<file path="src/rtl/loopback_test_seq.sv">
// Pin-loopback test sequencer: walks a one-hot drive pattern across the jig
// outputs, checks the synchronized loopback inputs and reports a fail mask.
module loopback_test_seq #(
  parameter int NUM_CHAN      = 8,
  parameter int SETTLE_CYCLES = 4
) (
  input  logic                        clk,
  input  logic                        rst,
  input  logic                        start,
  output logic [NUM_CHAN-1:0]         tx,
  input  logic [NUM_CHAN-1:0]         rx,
  output logic                        busy,
  output logic                        done,
  output logic                        pass,
  output logic [NUM_CHAN-1:0]         fail_mask,
  output logic [$clog2(NUM_CHAN)-1:0] first_fail,
  output logic                        result_valid
);

  localparam int CHW  = $clog2(NUM_CHAN);
  localparam int CNTW = $clog2(SETTLE_CYCLES + 1);
  localparam logic [CNTW-1:0]     CNT_LAST  = CNTW'(SETTLE_CYCLES - 1);
  localparam logic [CHW-1:0]      CHAN_LAST = CHW'(NUM_CHAN - 1);
  localparam logic [NUM_CHAN-1:0] ONE       = NUM_CHAN'(1);

  // Two synchronizer stages plus the registered tx give three cycles of lag.
  if (SETTLE_CYCLES < 3) begin : g_bad_settle
    $error("loopback_test_seq: SETTLE_CYCLES must be >= 3");
  end
  if (NUM_CHAN < 2 || NUM_CHAN > 32) begin : g_bad_chan
    $error("loopback_test_seq: NUM_CHAN must be in 2..32");
  end

  typedef enum logic [2:0] {
    IDLE,
    SETTLE_LOW,
    CHECK_LOW,
    SETTLE_HIGH,
    CHECK_HIGH,
    DONE
  } state_e;

  state_e              state_q, state_d;
  logic [CHW-1:0]      chan_q, chan_d;
  logic [CNTW-1:0]     cnt_q, cnt_d;
  logic                found_q, found_d;
  logic [NUM_CHAN-1:0] sync1_q, sync1_d;
  logic [NUM_CHAN-1:0] rx_s_q, rx_s_d;
  logic [NUM_CHAN-1:0] tx_q, tx_d;
  logic                busy_q, busy_d;
  logic                done_q, done_d;
  logic                pass_q, pass_d;
  logic [NUM_CHAN-1:0] fail_mask_q, fail_mask_d;
  logic [CHW-1:0]      first_fail_q, first_fail_d;
  logic                result_valid_q, result_valid_d;
  logic [NUM_CHAN-1:0] mismatch;
  logic                check;

  always_comb begin
    state_d        = state_q;
    chan_d         = chan_q;
    cnt_d          = cnt_q;
    found_d        = found_q;
    sync1_d        = rx;
    rx_s_d         = sync1_q;
    pass_d         = pass_q;
    fail_mask_d    = fail_mask_q;
    first_fail_d   = first_fail_q;
    result_valid_d = result_valid_q;
    mismatch       = '0;
    check          = 1'b0;

    case (state_q)
      IDLE: begin
        if (start) begin
          state_d        = SETTLE_LOW;
          chan_d         = '0;
          cnt_d          = '0;
          found_d        = 1'b0;
          pass_d         = 1'b0;
          fail_mask_d    = '0;
          first_fail_d   = '0;
          result_valid_d = 1'b0;
        end
      end
      SETTLE_LOW: begin
        if (cnt_q == CNT_LAST) state_d = CHECK_LOW;
        else                   cnt_d   = cnt_q + 1'b1;
      end
      CHECK_LOW: begin
        mismatch = rx_s_q;
        check    = 1'b1;
        cnt_d    = '0;
        state_d  = SETTLE_HIGH;
      end
      SETTLE_HIGH: begin
        if (cnt_q == CNT_LAST) state_d = CHECK_HIGH;
        else                   cnt_d   = cnt_q + 1'b1;
      end
      CHECK_HIGH: begin
        mismatch = rx_s_q ^ (ONE << chan_q);
        check    = 1'b1;
        cnt_d    = '0;
        if (chan_q == CHAN_LAST) begin
          state_d = DONE;
        end else begin
          chan_d  = chan_q + 1'b1;
          state_d = SETTLE_LOW;
        end
      end
      DONE:    state_d = IDLE;
      default: state_d = IDLE;
    endcase

    // Any mismatching bit implicates that channel; only the first failing check names first_fail.
    if (check) begin
      fail_mask_d = fail_mask_q | mismatch;
      if (mismatch != '0 && !found_q) begin
        found_d      = 1'b1;
        first_fail_d = chan_q;
      end
    end

    // Outputs are decoded from the next state so they are registered yet cycle-aligned with it.
    tx_d   = (state_d == SETTLE_HIGH || state_d == CHECK_HIGH) ? (ONE << chan_d) : '0;
    busy_d = (state_d != IDLE) && (state_d != DONE);
    done_d = (state_d == DONE);
    if (state_d == DONE) begin
      pass_d         = (fail_mask_d == '0);
      result_valid_d = 1'b1;
    end
  end

  always_ff @(posedge clk) begin
    if (rst) begin
      state_q        <= IDLE;
      chan_q         <= '0;
      cnt_q          <= '0;
      found_q        <= 1'b0;
      sync1_q        <= '0;
      rx_s_q         <= '0;
      tx_q           <= '0;
      busy_q         <= 1'b0;
      done_q         <= 1'b0;
      pass_q         <= 1'b0;
      fail_mask_q    <= '0;
      first_fail_q   <= '0;
      result_valid_q <= 1'b0;
    end else begin
      state_q        <= state_d;
      chan_q         <= chan_d;
      cnt_q          <= cnt_d;
      found_q        <= found_d;
      sync1_q        <= sync1_d;
      rx_s_q         <= rx_s_d;
      tx_q           <= tx_d;
      busy_q         <= busy_d;
      done_q         <= done_d;
      pass_q         <= pass_d;
      fail_mask_q    <= fail_mask_d;
      first_fail_q   <= first_fail_d;
      result_valid_q <= result_valid_d;
    end
  end

  assign tx           = tx_q;
  assign busy         = busy_q;
  assign done         = done_q;
  assign pass         = pass_q;
  assign fail_mask    = fail_mask_q;
  assign first_fail   = first_fail_q;
  assign result_valid = result_valid_q;

endmodule

</file>
<file path="config.mk">
export PLATFORM = sky130hd
export DESIGN_NAME = loopback_test_seq
export DESIGN_NICKNAME = d
export VERILOG_FILES = /design/src/rtl/loopback_test_seq.sv
export SDC_FILE = /design/constraint.sdc
export NUM_CORES = 1
export LEC_CHECK = 0
export CAP_MARGIN = 30
export CORE_MARGIN = 1
export CORE_UTILIZATION = 45
export DETAILED_ROUTE_END_ITERATION = 16
export PLACE_DENSITY_LB_ADDON = 0.12
export SYNTH_ARGS = -nofsm -noshare
export SYNTH_HDL_FRONTEND = slang
export SYNTH_SLANG_ARGS = --single-unit
</file>
<file path="constraint.sdc">
create_clock -name clk -period 2.85 [get_ports clk]
set_clock_uncertainty 0.05 [all_clocks]
set_input_delay 0.7125 -clock clk [delete_from_list [all_inputs] [get_ports clk]]
set_output_delay 0.7125 -clock clk [all_outputs]
set_load 0.03 [all_outputs]
</file>
======== Yosys cells after proc, flatten, opt, wreduce, memory -nomap -nowiden ========
Index checks and enable logic that the tools add are counted.
cells by class
  add/subtract/negate cells ............... 2
  equality and inequality tests ........... 12
  shift operators ......................... 2
  multiplexer cells ....................... 28
  bitwise logic cells ..................... 3
  reduce and logical (&&, ||, !) cells .... 16
operators with widths
  kind                   count
  $mux W3                12
  $mux W8                3
  $pmux W8 S2            1
  $shl A1 B3 Y8 const A  2
  $pmux W3 S5            1
  $eq A3 B2 Y1 const B   4
  $eq A3 B3 Y1 const B   4
  $mux W1                9
  $pmux W3 S3            1
  $logic_not A8 Y1       1
  $or A8 B8 Y8           1
  $reduce_bool A8 Y1     1
  $xor A8 B8 Y8          1
  $add A3 B1 Y3 const B  2
  $pmux W3 S2            1
  $reduce_bool A3 Y1     2
  $reduce_or A2 Y1       3
  $ne A2 B2 Y1 const B   2
  $reduce_bool A2 Y1     2
  $eq A3 B1 Y1 const B   1
  $logic_not A3 Y1       1
  $ne A3 B3 Y1 const B   1
  $reduce_and A3 Y1      1
  $logic_and A1 B1 Y1    2
  other kinds (4)        4
storage, ports and cells
  flip-flop bits (word level) ............. 49
  input port bits ......................... 11
  output and inout bits ................... 23
  word-level logic and storage cells ...... 76

======== Longest topological paths before layout ========
Gate-level depths: netlist (run 1).
  word-level depth ........................ 7
  depth in mapped cells ................... 8
  gate-level depth less buffers ........... 8

======== Worst setup path before layout (run 1) ========
OpenSTA, ideal clock, no wires.
  kind .................................... flip-flop to flip-flop
  start point ............................. reg chan_q[0]
  end point ............................... reg first_fail_q[0] (netlist: first_fail[0])
  arrival time ............................ 1.950 ns
  slack ................................... 0.778 ns
  stages on the path, launching flop included .. 9
  path buffers ............................ 0
  cells stage by stage .................... dfxtp_1 inv_1 ha_1 nand2b_1 xnor2_1 a32o_1 or4_4 o221ai_4 mux2i_1
on the way
  longest elaborated chain between the ends .. 7
ends and longest elaborated chain
  item                    RTL line  text
  start, declared         44        logic [CHW-1:0] chan_q, chan_d;
  start signal, assigned  151       chan_q <= chan_d;
  $shl A1 B3 Y8           101       mismatch = rx_s_q ^ (ONE << chan_q);
  $xor A8 B8 Y8           101
  $pmux W8 S2             73        case (state_q)
  $reduce_bool A8 Y1      118       if (mismatch != '0 && !found_q) begin
  $logic_and A1 B1 Y1     118
  $mux W3 *               118
  $mux W3 *               116       if (check) begin
  end signal, assigned    161       first_fail_q <= first_fail_d;
  end, declared           54        logic [CHW-1:0] first_fail_q, first_fail_d;
Every way passes the cells marked *; elsewhere a longest branch is shown, timed or not.
A chain may end at the register's enable or synchronous reset.

======== Worst setup path after layout (run 1) ========
Same ends and word-level chain as after synthesis.

==> metrics.yaml, run 1 <==
hold_path:
  min_path_type: "register to register"
  hold_depth: 1
  min_to: "rx_s_q[7]$_SDFF_PP0_"
  min_from: "rx_s_d[7]$_SDFF_PP0_"
setup_path:
  worstReg2RegEnd: "first_fail[0]$_SDFF_PP0_"
  cp.required_ns: 3.03
  timing.rr.start: "chan_q[0]$_SDFF_PP0_"
  cp-start-kind: "register"
  end_kind: "register"
  cp_cell_sequence: "inv_1 > ha_1 > nand2b_1 > xnor2_1 > a32o_1 > or4_4 > o221ai_4 > mux2i_1"
  rr_worst_depth: 8
  max_stage_delay_ns: 0.50
  critPathKind: "register to register"
  path_buf_inv: 1
  crit_family: "simple AND/OR/NAND/NOR gates"
  crit_slowest_cell: "dfxtp_1"
  ff2ff_setup_slack_ns: 0.49
  worstPathArrival_ns: 2.54
  path_max_fanout: 9
job:
  maxCapViolCount: 0
floorplanning:
  die_area_mm2: 0.004674
  initial_core_util: 0.4816
  core-area_mm2: 0.004115
  die_y_um: 68.37
  rows: 23
  die_w_um: 68.37
  ios: 34
synthesis:
  yosys_warnings: 0
  yosysTopAreaCell: "dfxtp_1"
  synth.distinct_cells: 36
  synth_top_cells_by_area: "dfxtp_1 49%, a21oi_1 6.1%, nor2b_1 6.0%, nand2_1 5.3%, nor2_1 4.9%"
  synth_edf_count: 0
  async_flop_share: 0
  ys.flop_type: "dfxtp_1"
  avgSynthCellArea_um2: 8.927
  ys_ff_latch: 49
  synthCells: 222
  synth_top_area_share: 0.4949
  syn_area_mm2: 0.001982
  ys_seq_area_frac: 0.4949
  syn_nets: 239
drt:
  vias: 1580
  drtPass1Iterations: 4
  via_per_inst: 5.163
  routed_wl_um: 3792
  dr.first_iter.drc_count: 92
  avgRoutedWirePerCell_um: 12.39
  drc: 0
  antenna_left: 0
grt:
  met2_usage: 0.3211
  grt_pass1_vias: 1474
  grt_busiest_layer: "met2"
  grt.total_usage: 0.1863
  antenna_found_initial: 0
  overflow: 0
  met3_usage: 0.04000
  grt_pass1_wl_um: 6527
  met1_usage: 0.2300
  grt_max_degree: 23
place:
  place.detailed.hpwl_um: 2764
  gp_congestion: 0.8816
  place_inst: 298
  io_buffers: 33
clock_tree:
  cts_tree: "done"
  hold_buffers: 0
  root_buffer: "clkbuf_8"
  clock-sinks: 49
  cts_buffers: 5
  clk_pin_slew_ns: 0.08
  postCtsSetupBuffers: 0
  cts_buffer_depth: 2
  clk-insertion-delay-late_ns: 0.30
  htree_num_levels: 2
  post_cts_resized: 0
sta:
  tightest_slew_ns: 0.5237
  relSlewSlack: 0.6493
  finalCriticalPeriod_ns: 2.361
  fin_tns_setup_ns: 0
  fin_crit_sh: 0.8284
  timing.fmax_ghz: 0.4236
  setup_viol: 0
  slew_violations: 0
  hold_violations: 0
  grt_setup_unrepaired: "false"
power:
  ir_worst_vdd_mv: 0.3582
  power_leakage_nw: 0.9155
  power.density_mw_per_mm2: 517.6
cells_and_area:
  drive_gt1_frac: 0.05859
  final_cells: 306
  antenna_cells: 0
  nets: 272
  syn2layout_area_growth_pct: 24.12
status:
  status: "completed"
[area by class of cell]
class                      count  area (µm²)
fill                         376        1655
sequential                    49       980.9
multi-input combinational    156       917.1
timing repair buffer          37       360.3
clock buffer                   7       86.33
tap                           50       62.56
clock inverter                 1       30.03
inverter                       6       22.52
[registers in the layout, summed over array words and instances (netlist names)]
| register | flops |
|---|---|
| cnt_q | 3 |
| done | 1 |
| busy | 1 |
| pass | 1 |
| state_q | 3 |
| tx | 8 |
| result_valid | 1 |
| rx_s_q | 8 |
| found_q | 1 |
| fail_mask | 8 |
| chan_q | 3 |
| rx_s_d | 8 |
| first_fail | 3 |
[how the worst max path moves through the flow]
stage	startpoint	end	cells after the start
after floorplan	chan_q[0]$_SDFF_PP0_	first_fail[0]$_SDFF_PP0_	8
after global placement	chan_q[0]$_SDFF_PP0_	first_fail[0]$_SDFF_PP0_	8
after detailed placement	chan_q[0]$_SDFF_PP0_	first_fail[0]$_SDFF_PP0_	8
after CTS	chan_q[0]$_SDFF_PP0_	first_fail[0]$_SDFF_PP0_	8
after global routing	chan_q[0]$_SDFF_PP0_	first_fail[2]$_SDFF_PP0_	8
final	chan_q[0]$_SDFF_PP0_	first_fail[0]$_SDFF_PP0_	8
[through the flow]
stage	utilization	power, mW	hold slack (ns)	instance area [µm²]	setup WS [ns]
after floorplan	-	0.7605	0.3638	1982	0.7784
after global placement	0.5695	0.7870	0.3660	2344	0.5145
after detailed placement	0.5695	0.7883	0.3748	2344	0.5297
after CTS	0.5978	1.288	0.3959	2460	0.4827
after global routing	0.5978	1.323	0.4063	2460	0.3165
final	0.5978	1.273	0.3916	2460	0.4892
[worst register-to-register path, delay by kind of cell (launching register included)]
| kind | cells | cell delay [ns] |
|---|---|---|
| AOI/OAI and AO/OA | 2 | 0.48 |
| xor gates and xnor gates | 1 | 0.06 |
| adders and majority gates | 1 | 0.27 |
| buffers and inverters | 1 | 0.18 |
| DFF | 1 | 0.50 |
| muxes | 1 | 0.22 |
| and+or+nand+nor | 2 | 0.54 |
[power by group]
group	internal (mW)	total (mW)	switching, mW
Sequential	0.698	0.707	0.00853
Clock	0.286	0.502	0.216
Combinational	0.0320	0.0649	0.0329
[cell families after synthesis]
family | synth area share
XOR/XNOR | 0.02209
AND/OR/NAND/NOR | 0.2557
AO/OA/AOI/OAI | 0.1320
buffers and inverters | 0.04229
adder cells (fa/ha/maj) | 0.03788
flip-flops | 0.4949
multiplexers | 0.01515
[placed cells by master (no fill, tap or decap), types with 2 or more instances in the layout]
cell	n
mux2i_1	3
xnor2_1	4
o32ai_1	3
dfxtp_1	49
clkbuf_8	6
clkdlybuf4s50_1	33
a32oi_1	3
a21oi_1	24
nor2_1	26
buf_4	4
nand2b_1	7
nand3_1	6
nor3_1	2
a31oi_1	2
or3_1	2
o21ai_0	3
nand2_1	28
inv_1	6
nor4_1	4
nand4_1	2
nor2b_1	19
ha_1	6
[layer usage]
metal / vias up / routed length (µm)
li1: 815 / -
met1: 729 / 1841
met2: 31 / 1796
met3: 5 / 124
met4: 0 / 29
met5: - / 0
[Yosys cell counts (2+ instances only)]
cell type	count
mux2i_1	3
buf_6	2
o32ai_1	3
nor2_1	26
xnor2_1	4
nand4_1	2
dfxtp_1	49
o21ai_0	3
nand2b_1	7
nand3_1	6
nor3_1	2
a31oi_1	2
ha_1	6
inv_1	6
nand2_1	28
nor4_1	4
clkbuf_1	6
a32oi_1	3
a21oi_1	24
or3_1	2
nor2b_1	19
(Power assumes the default switching activity.)
==> run 2, diff against run 1 <==
==> constraint.sdc (replaced) <==
create_clock -name clk -period 2.1 [get_ports clk]
set_clock_uncertainty 0.05 [all_clocks]
set_input_delay 0.525 -clock clk [delete_from_list [all_inputs] [get_ports clk]]
set_output_delay 0.525 -clock clk [all_outputs]
set_load 0.03 [all_outputs]
==> metrics.yaml, run 2 (synthesized netlist as in run 1, its figures left out) <==
status:
  status: "completed"
setup_path:
  worstPathArrival_ns: 2.22
  worstReg2RegEnd: "first_fail[0]$_SDFF_PP0_"
  path_max_fanout: 4
  timing.rr.start: "chan_q[0]$_SDFF_PP0_"
  critPathKind: "register to register"
  end_kind: "register"
  ff2ff_setup_slack_ns: 0.05
  cp.required_ns: 2.27
  rr_worst_depth: 8
  cp-start-kind: "register"
place:
  gp_congestion: 0.9356
  placed_cell_area_mm2: 0.002464
  place_inst: 314
  dpl_worst_slack_ns: -0.03178
  place.detailed.hpwl_um: 3121
  io_buffers: 33
clock_tree:
  htree_num_levels: 2
  cts_buffer_depth: 2
  cts_tree: "done"
  root_buffer: "clkbuf_8"
  clk-insertion-delay-late_ns: 0.30
  clk_pin_slew_ns: 0.09
  clock-sinks: 49
  cts_buffers: 5
floorplanning:
  rows: 23
  die_y_um: 68.37
  core-area_mm2: 0.004115
  die_area_mm2: 0.004674
  die_w_um: 68.37
  ios: 34
  initial_core_util: 0.4816
sta:
  worst_hold_slack_ns: 0.3914
  grt_setup_unrepaired: "true"
  fin_crit_sh: 0.9779
  hold_violations: 0
  slew_violations: 0
  relSlewSlack: 0.7239
  fin_tns_setup_ns: 0
  timing.fmax_ghz: 0.4870
  setup_viol: 0
  fin_ws_ns: 0.04645
  tightest_slew_ns: 0.4129
  finalCriticalPeriod_ns: 2.054
grt:
  met1_usage: 0.2700
  grt_busiest_layer: "met2"
  grt.total_usage: 0.2088
  grt_pass1_wl_um: 7176
  overflow: 0
  grt_pass1_vias: 1559
  grt_max_degree: 23
  met2_usage: 0.3407
  met3_usage: 0.05000
  antenna_found_initial: 0
cells_and_area:
  syn2layout_area_growth_pct: 35.86
  final_common_cell: "dfxtp_1"
  nets: 290
  fin_area_mm2: 0.002693
  drive_gt1_frac: 0.1788
  antenna_cells: 0
  final_cells: 324
  most-common-layout-cells: "45 x dfxtp_1, 33 x clkdlybuf4s50_1, 28 x nand2_1"
  fin_util: 0.6543
hold_path:
  min_path_type: "register to register"
  hold_depth: 1
  min_from: "rx_s_d[0]$_SDFF_PP0_"
  min_to: "rx_s_q[0]$_SDFF_PP0_"
drt:
  antenna_left: 0
  drtPass1Iterations: 4
  routed_wl_um: 4309
  vias: 1673
  dr.first_iter.drc_count: 102
  drc: 0
  avgRoutedWirePerCell_um: 13.30
  via_per_inst: 5.164
power:
  switching_share: 0.2062
  power_leakage_nw: 1.025
  total_power_mw: 1.740
  ir_worst_vdd_mv: 0.4955
  power.density_mw_per_mm2: 646.2
  p_sw_mw: 0.3588
  power_frac_seq: 0.548
  comb_power_share: 0.056
  p_int_mw: 1.381
  power.clock.fraction: 0.396
job:
  maxCapViolCount: 0
-- run 2: how the worst max path moves through the flow --
stage               slack, ns                       end            startpoint
floorplan                0.03  first_fail[0]$_SDFF_PP0_  chan_q[0]$_SDFF_PP0_
global placement       -0.008  first_fail[0]$_SDFF_PP0_  chan_q[1]$_SDFF_PP0_
detailed placement      -0.03  first_fail[0]$_SDFF_PP0_  chan_q[1]$_SDFF_PP0_
CTS                  -0.00005  first_fail[2]$_SDFF_PP0_  chan_q[0]$_SDFF_PP0_
global route           -0.006  first_fail[0]$_SDFF_PP0_  chan_q[0]$_SDFF_PP0_
finish                   0.05  first_fail[0]$_SDFF_PP0_  chan_q[0]$_SDFF_PP0_
-- run 2: timing repair --
item,4_1_cts,5_1_grt
pin swaps,1,6
gates resized for setup,16,10
hold buffers,0,0
endpoints found under the setup margin,4,4
gates cloned,0,0
buffers inserted,1,1
-- run 2: power by group through the flow --
| stage | combinational, mW | sequential, mW | clock, mW |
|---|---|---|---|
| 6_report | 0.0978 | 0.953 | 0.689 |
| 5_1_grt | 0.108 | 0.956 | 0.743 |
| 4_1_cts | 0.0986 | 0.955 | 0.703 |
| 3_5_place_dp | 0.0980 | 0.978 | 0 |
| 3_3_place_gp | 0.0966 | 0.977 | 0 |
| 2_1_floorplan | 0.0538 | 0.978 | 0 |
-- run 2: final cells by class --
cell class | instances | area [µm²]
Sequential cell | 49 | 991.0
Timing Repair Buffer | 55 | 495.5
Fill cell | 372 | 1423
Multi-Input combinational cell | 156 | 999.7
Inverter | 6 | 27.53
Tap cell | 50 | 62.56
Clock inverter | 1 | 30.03
Clock buffer | 7 | 86.33
-- run 2: metal layers --
metal  share of wire  vias to the layer above
li1                -                      856
met1            0.49                      783
met2            0.46                       32
met3           0.035                        2
met4          0.0074                        0
met5               0                        -
-- run 2: critical path, stage by stage (launching register included) --
cell and delay (ns):
dfxtp_4 0.38, inv_4 0.08, ha_4 0.14, nand2_1 0.06, a21oi_2 0.14, o32ai_1 0.09
or4_4 0.56, o221ai_4 0.24, mux2i_1 0.22
==> run 3, diff against run 2 <==
==> constraint.sdc (replaced) <==
create_clock -name clk -period 2.21 [get_ports clk]
set_clock_uncertainty 0.05 [all_clocks]
set_input_delay 0.5525 -clock clk [delete_from_list [all_inputs] [get_ports clk]]
set_output_delay 0.5525 -clock clk [all_outputs]
set_load 0.03 [all_outputs]
==> metrics.yaml, run 3 (synthesized netlist as in run 1, its figures left out) <==
setup_path:
  timing.rr.start: "chan_q[1]$_SDFF_PP0_"
  cp_cell_sequence: "inv_1 > ha_1 > nand2_1 > a21oi_1 > o32ai_1 > or4_4 > o221ai_4 > mux2i_1"
  ff2ff_setup_slack_ns: 0.11
  path_max_fanout: 7
  max_stage_delay_ns: 0.58
  cp.required_ns: 2.39
  rr_worst_depth: 8
  path_buf_inv: 1
  end_kind: "register"
  critPathKind: "register to register"
  crit_slowest_cell: "or4_4"
  cp-start-kind: "register"
  crit_family: "simple AND/OR/NAND/NOR gates"
  worstReg2RegEnd: "first_fail[0]$_SDFF_PP0_"
  worstPathArrival_ns: 2.28
power:
  power_frac_seq: 0.598
  power.clock.fraction: 0.343
  power_leakage_nw: 0.9441
  p_sw_mw: 0.3279
  comb_power_share: 0.059
  power.density_mw_per_mm2: 607.0
  ir_worst_vdd_mv: 0.4102
  p_int_mw: 1.192
  switching_share: 0.2157
clock_tree:
  root_buffer: "clkbuf_8"
  cts_tree: "done"
  clk_pin_slew_ns: 0.08
  clock-sinks: 49
  clk-insertion-delay-late_ns: 0.31
  cts_buffers: 5
  cts_buffer_depth: 2
  htree_num_levels: 2
grt:
  grt_max_degree: 23
  grt_pass1_vias: 1403
  overflow: 0
  grt_pass1_wl_um: 6417
  grt.total_usage: 0.1920
  antenna_found_initial: 0
drt:
  drtPass1Iterations: 4
  highest_layer: "met4"
  m1WireLength_um: 1877
  routed_wl_um: 3973
  via_per_inst: 5.259
  avgRoutedWirePerCell_um: 12.69
  met2_length_um: 1861
  drc: 0
  antenna_left: 0
  dr.first_iter.drc_count: 69
  vias: 1646
  wl_met3_um: 149
cells_and_area:
  drive_gt1_frac: 0.1065
  final_common_cell: "dfxtp_1"
  antenna_cells: 0
  most-common-layout-cells: "46 x dfxtp_1, 33 x clkdlybuf4s50_1, 28 x nand2_1"
  nets: 280
  syn2layout_area_growth_pct: 26.33
floorplanning:
  ios: 34
  die_area_mm2: 0.004674
  rows: 23
  initial_core_util: 0.4816
  core-area_mm2: 0.004115
  die_y_um: 68.37
  die_w_um: 68.37
place:
  gp_congestion: 0.9032
  dpl_worst_slack_ns: 0.07250
  io_buffers: 33
  place.detailed.hpwl_um: 2890
sta:
  timing.fmax_ghz: 0.4764
  slew_violations: 0
  grt_setup_unrepaired: "false"
  fin_crit_sh: 0.9498
  fin_tns_setup_ns: 0
  hold_violations: 0
  relSlewSlack: 0.7064
  finalCriticalPeriod_ns: 2.099
  tightest_slew_ns: 0.4358
  fin_ws_ns: 0.1111
  setup_viol: 0
hold_path:
  min_from: "rx_s_d[7]$_SDFF_PP0_"
  min_to: "rx_s_q[7]$_SDFF_PP0_"
  min_path_type: "register to register"
  hold_depth: 1
job:
  maxCapViolCount: 0
status:
  status: "completed"
-- run 3: how the worst max path moves through the flow --
stage | start | endpoint | slack [ns] | cells past startpoint
2_1_floorplan | chan_q[0]$_SDFF_PP0_ | first_fail[0]$_SDFF_PP0_ | 0.14 | 8
3_3_place_gp | state_q[2]$_SDFF_PP0_ | first_fail[0]$_SDFF_PP0_ | 0.1 | 6
3_5_place_dp | chan_q[0]$_SDFF_PP0_ | first_fail[0]$_SDFF_PP0_ | 0.07 | 8
4_1_cts | chan_q[0]$_SDFF_PP0_ | first_fail[1]$_SDFF_PP0_ | 0.04 | 8
5_1_grt | chan_q[1]$_SDFF_PP0_ | first_fail[2]$_SDFF_PP0_ | 0.0002 | 8
6_report | chan_q[1]$_SDFF_PP0_ | first_fail[0]$_SDFF_PP0_ | 0.11 | 8
-- run 3: final cells by class --
cell class | count | area (µm²)
multi-input cells | 156 | 927.1
fillers | 388 | 1612
well taps | 50 | 62.56
inverters | 6 | 22.52
repair buffers | 45 | 420.4
flip-flops and latches | 49 | 984.7
clock buffers | 7 | 86.33
-- run 3: power by group through the flow --
| stage | sequential [mW] | clock (mW) | combinational (mW) |
|---|---|---|---|
| floorplan | 0.930 | 0 | 0.0511 |
| finish | 0.908 | 0.522 | 0.0900 |
| CTS | 0.908 | 0.542 | 0.0905 |
| global placement | 0.929 | 0 | 0.0899 |
| global route | 0.910 | 0.570 | 0.0994 |
| detailed placement | 0.929 | 0 | 0.0903 |
-- run 3: through the flow --
stage | power [mW] | std cells | utilization | instance area (µm²) | hold WS (ns)
after CTS | 1.541 | 313 | 0.6050 | 2490 | 0.3949
after global routing | 1.580 | 313 | 0.6084 | 2504 | 0.4017
after detailed placement | 1.019 | 306 | 0.5841 | 2404 | 0.3739
final | 1.520 | 313 | 0.6084 | 2504 | 0.3889
after floorplan | 0.9807 | 222 | - | 1982 | 0.3638
after global placement | 1.018 | 306 | 0.5841 | 2404 | 0.3659
-- run 3: per-layer routing --
metal,GRT usage,up-vias
met5,0,-
met4,0.1094,0
met3,0.04667,8
met2,0.3002,39
met1,0.2386,767
li1,-,832
-- run 3: repair_timing --
| item | 4_1_cts | 5_1_grt |
|---|---|---|
| hold buffers | 0 | 0 |
| gates resized for setup | 0 | 7 |
| setup buffers | 0 | 0 |
| setup endpoints to repair | 0 | 4 |
| hold endpoints to repair | 0 | 0 |
